[src/rtl/wide_comp_seq.sv]
// wide_comp_seq: walks two NIBBLES*4-bit unsigned operands through one external
// 4-bit magnitude comparator, MSB nibble first, stopping on the first unequal nibble.
module wide_comp_seq #(
  parameter int unsigned NIBBLES = 4
) (
  input  logic                   clk,
  input  logic                   rst_n,
  input  logic                   start,
  input  logic                   abort,
  input  logic [4*NIBBLES-1:0]   a,
  input  logic [4*NIBBLES-1:0]   b,
  output logic [3:0]             cmp_a,
  output logic [3:0]             cmp_b,
  input  logic                   cmp_g,
  input  logic                   cmp_l,
  input  logic                   cmp_e,
  output logic                   busy,
  output logic                   done,
  output logic                   gt,
  output logic                   lt,
  output logic                   eq,
  output logic                   err
);

  localparam int unsigned W  = 4 * NIBBLES;
  localparam int unsigned IW = (NIBBLES > 1) ? $clog2(NIBBLES) : 1;

  typedef enum logic {IDLE, RUN} state_t;

  state_t         state;
  logic [W-1:0]   a_q;
  logic [W-1:0]   b_q;
  logic [IW-1:0]  idx;
  logic           one_hot;

  // Comparator health: exactly one of G/L/E must be asserted
  always_comb begin
    one_hot = ({1'b0, cmp_g} + {1'b0, cmp_l} + {1'b0, cmp_e}) == 2'd1;
  end

  // Present the current nibble pair while running, zeros while idle
  always_comb begin
    cmp_a = '0;
    cmp_b = '0;
    if (state == RUN) begin
      cmp_a = a_q[4*idx +: 4];
      cmp_b = b_q[4*idx +: 4];
    end
  end

  // Sequencer: accept, step through nibbles, decide, pulse done
  always_ff @(posedge clk) begin
    if (!rst_n) begin
      state <= IDLE;
      a_q   <= '0;
      b_q   <= '0;
      idx   <= '0;
      busy  <= 1'b0;
      done  <= 1'b0;
      gt    <= 1'b0;
      lt    <= 1'b0;
      eq    <= 1'b0;
      err   <= 1'b0;
    end else begin
      done <= 1'b0;
      case (state)
        IDLE: begin
          if (start) begin
            a_q   <= a;
            b_q   <= b;
            idx   <= IW'(NIBBLES - 1);
            state <= RUN;
            busy  <= 1'b1;
          end
        end
        RUN: begin
          if (abort) begin
            state <= IDLE;
            busy  <= 1'b0;
          end else if (!one_hot) begin
            state <= IDLE;
            busy  <= 1'b0;
            done  <= 1'b1;
            gt    <= 1'b0;
            lt    <= 1'b0;
            eq    <= 1'b0;
            err   <= 1'b1;
          end else if (cmp_g) begin
            state <= IDLE;
            busy  <= 1'b0;
            done  <= 1'b1;
            gt    <= 1'b1;
            lt    <= 1'b0;
            eq    <= 1'b0;
            err   <= 1'b0;
          end else if (cmp_l) begin
            state <= IDLE;
            busy  <= 1'b0;
            done  <= 1'b1;
            gt    <= 1'b0;
            lt    <= 1'b1;
            eq    <= 1'b0;
            err   <= 1'b0;
          end else if (idx == '0) begin
            state <= IDLE;
            busy  <= 1'b0;
            done  <= 1'b1;
            gt    <= 1'b0;
            lt    <= 1'b0;
            eq    <= 1'b1;
            err   <= 1'b0;
          end else begin
            idx <= idx - 1'b1;
          end
        end
      endcase
    end
  end

endmodule

[config.mk]
export PLATFORM = sky130hd
export DESIGN_NAME = wide_comp_seq
export DESIGN_NICKNAME = d
export VERILOG_FILES = /design/src/rtl/wide_comp_seq.sv
export SDC_FILE = /design/constraint.sdc
export NUM_CORES = 1
export LEC_CHECK = 0
export ABC_AREA = 1
export CAP_MARGIN = 20
export CORE_UTILIZATION = 47
export CTS_CLUSTER_SIZE = 28
export DETAILED_ROUTE_END_ITERATION = 7
export PLACE_DENSITY = 0.79
export SETUP_SLACK_MARGIN = 0.3
export SLEW_MARGIN = 20
export SYNTH_ARGS = -nofsm -noshare
export SYNTH_HDL_FRONTEND = slang
export SYNTH_SLANG_ARGS = --single-unit
[constraint.sdc]
create_clock -name clk -period 1.9 [get_ports clk]
set_input_delay 0.285 -clock clk [delete_from_list [all_inputs] [get_ports clk]]
set_output_delay 0.285 -clock clk [all_outputs]
set_load 0.05 [all_outputs]
==> results.cfg <==
[timing]
hold_viol = 0
timing.slew.headroom = 0.678
fmax_mhz = 584
period_needed_ps = 1710
rsz0062_at_grt = yes
slew_viol_final = 0
whs_ps = 452
timing.clock.skew_ps = 3.95
min_period_over_period = 0.901
max_slew.worst_pin.slew_ps = 486
setup_violations = 0

[worst_setup_path]
critPathTopFamily = flip-flops
required_ps = 1620
worst_path_max_delay_cell = sky130_fd_sc_hd__dfxtp_4
r2r-start = state$_SDFF_PN0_
beginning_of_the_critical_path = idx[0]$_SDFFE_PN0P_
end_kind = output pin
cp_cell_sequence = buf_8 -> nor2_1 -> nor2_1 -> o21ai_1 -> a21oi_2 -> buf_6
worstPathArrival_ps = 1430
cp_slowest_stage_delay_ps = 400
timing.critical_path.fanout_max = 11
cpMostUsedCell = sky130_fd_sc_hd__nor2_1
critical_path_cell_count = 6
cp.buffers_inverters = 2
startpoint_type = flip-flop
crit_type = flip-flop to output pin
r2r_cells = 5

[outcome]
status = complete, no violations

[hold_path]
hold_class = flip-flop to flip-flop
whs_path_depth = 2
min-delay-start = eq$_SDFFE_PN0P_

[final_layout]
layout.cells.non_filler = 370
fin_util = 0.692
syn_to_final_growth_pct = 37.8
fillerInstances = 328
num-nets-final = 362
final_cell_mix = 108 x sky130_fd_sc_hd__nor2_1, 41 x sky130_fd_sc_hd__o21ai_0, 39 x sky130_fd_sc_hd__dfxtp_1
post_route_cells_drive_above_1_share = 0.143
mostFrequentLayoutCell = sky130_fd_sc_hd__nor2_1
antenna_cells_inserted = 0

[yosys]
yosys_warnings = 0
synth_fp_nets = 308
synth_cells = 267
syn_std_cell_area_um2 = 1880
synth.ff_latch_count = 41
count_of_distinct_cell_types_in_the_synthesized_netlist = 21
synth_sequential_area_ratio = 0.437
synth.avg_cell_area_um2 = 7.04

[grt]
grt_pass1_wl_um = 7130
grt_antenna_before_repair = 0
pin_count_of_the_biggest_net_entering_global_routing = 42
globalRouteOverflowTotal = 0
grt_usage = 0.223
first_global_vias = 1582

[floorplan]
ioPinCount = 53
start_util = 0.502
rows = 22
dieWidth_um = 65.2
die-height_um = 65.2
total_die_area_um2 = 4260
design.core.area_um2 = 3740

[routing]
dr.pass1.iters = 4
total_routed_wirelength_um = 4330
drtIter0Drc = 94
final_antenna_net_count = 0
vias = 1824
post_route_drc = 0
wl_per_cell_um = 11.7
via_per_inst = 4.93

[clock_tree]
cts_hold_repair.buffers = 0
cts-buffers-inserted = 5
cts_htree_levels = 2
clkSlewWorstSetupHoldPaths_ps = 80
cts_tree = built
clk-insertion-delay-late_ps = 290
cts_buffer_depth = 2
clock_sink_count = 41
ctsRootBufferMaster = sky130_fd_sc_hd__clkbuf_8

[placement]
gpl.final_weighted_congestion = 0.832
place.port_buffers = 52
dpl.hpwl_um = 2850
placedCellCount = 359

[pwr]
power_leakage_nw = 1.10
worst_ir_drop_vdd_mv = 0.522
combPwrFrac = 0.205
seq_power_share = 0.453
netSwitchingFraction = 0.274
netSwitchingPower_uw = 581
internal_power_mw = 1.54
clkPwrFrac = 0.342
power_density_nw_per_um2 = 820

[run]
max-cap-violations = 0
-- area by class of cell --
cell class | count | area [µm²] | share of cell area
Tap cell | 48 | 60.1 | 0.0232
Clock inverter | 1 | 30.0 | 0.0116
Sequential cell | 41 | 828 | 0.320
Timing Repair Buffer | 61 | 598 | 0.231
Multi-Input combinational cell | 200 | 935 | 0.361
Inverter | 12 | 52.6 | 0.0203
Clock buffer | 7 | 86.3 | 0.0333
-- metrics by stage --
step,cell area (µm²),power [mW],setup WS (ps),setup TNS [ps]
2_1_floorplan,1910,1.25,365,0
3_3_place_gp,2400,1.39,-20.0,-71.4
3_5_place_dp,2400,1.40,-45.1,-244
4_1_cts,2580,2.13,189,0
5_1_grt,2590,2.23,108,0
6_report,2590,2.12,188,0
-- sequential cells by signal, summed over array words and instances, names as in the netlist --
signal and flops:
a_q 16, b_q 16, idx 2, busy 1
done 1, eq 1, err 1, gt 1
lt 1, state 1
-- path summary, 6_finish.rpt --
kind	to	slack [ps]
max	cmp_b[1]	190
min	eq$_SDFFE_PN0P_	450
min reg2reg	eq$_SDFFE_PN0P_	450
max reg2reg	a_q[6]$_SDFFE_PN0P_	590
-- kinds of logic (layout without fill, tap and decap cells) --
family,Yosys count,count (layout),synth area share
and+or+nand+nor,138,138,0.297
AOI/OAI and AO/OA,60,60,0.160
DFF,41,41,0.437
buffers and inverters,26,81,0.0892
adders and majority gates,2,2,0.0173
-- power groups by stage --
| stage | Clock, mW | Sequential, mW | Combinational, mW |
|---|---|---|---|
| after floorplan | 0 | 0.986 | 0.268 |
| after global placement | 0 | 0.980 | 0.407 |
| after global routing | 0.778 | 0.970 | 0.483 |
| final | 0.725 | 0.962 | 0.436 |
| after CTS | 0.733 | 0.961 | 0.435 |
| after detailed placement | 0 | 0.981 | 0.416 |
-- per-layer routing --
| layer | GRT usage | routed length (µm) | up-vias |
|---|---|---|---|
| met5 | 0 | 0 | - |
| met3 | 0.0764 | 242 | 6 |
| met1 | 0.292 | 2040 | 804 |
| li1 | - | - | 961 |
| met2 | 0.344 | 1970 | 53 |
| met4 | 0.0652 | 69 | 0 |
-- cell usage after synthesis, drive strengths merged --
library cell	count	area share
nand2	18	0.045
nand3	7	0.019
clkbuf	3	0.0060
a21oi	12	0.032
inv	12	0.027
nand4	1	0.0033
buf	11	0.057
nor2	112	0.23
dfxtp	41	0.44
fa	1	0.011
o21ai	48	0.13
ha	1	0.0067
-- worst register-to-register path, cell delays in order (launching register included) --
cell and delay [ps]:
sky130_fd_sc_hd__dfxtp_1 340, sky130_fd_sc_hd__inv_4 190, sky130_fd_sc_hd__nand2_8 180, sky130_fd_sc_hd__inv_4 320, sky130_fd_sc_hd__nor2_1 100, sky130_fd_sc_hd__nor2_1 110
-- what timing repair did --
item                       4_1_cts  5_1_grt
setup buffers                    3        0
gates resized for setup         30        3
pin swaps                        8        3
setup endpoints to repair       21       15
Note: power is estimated with default switching activity, not from simulation.
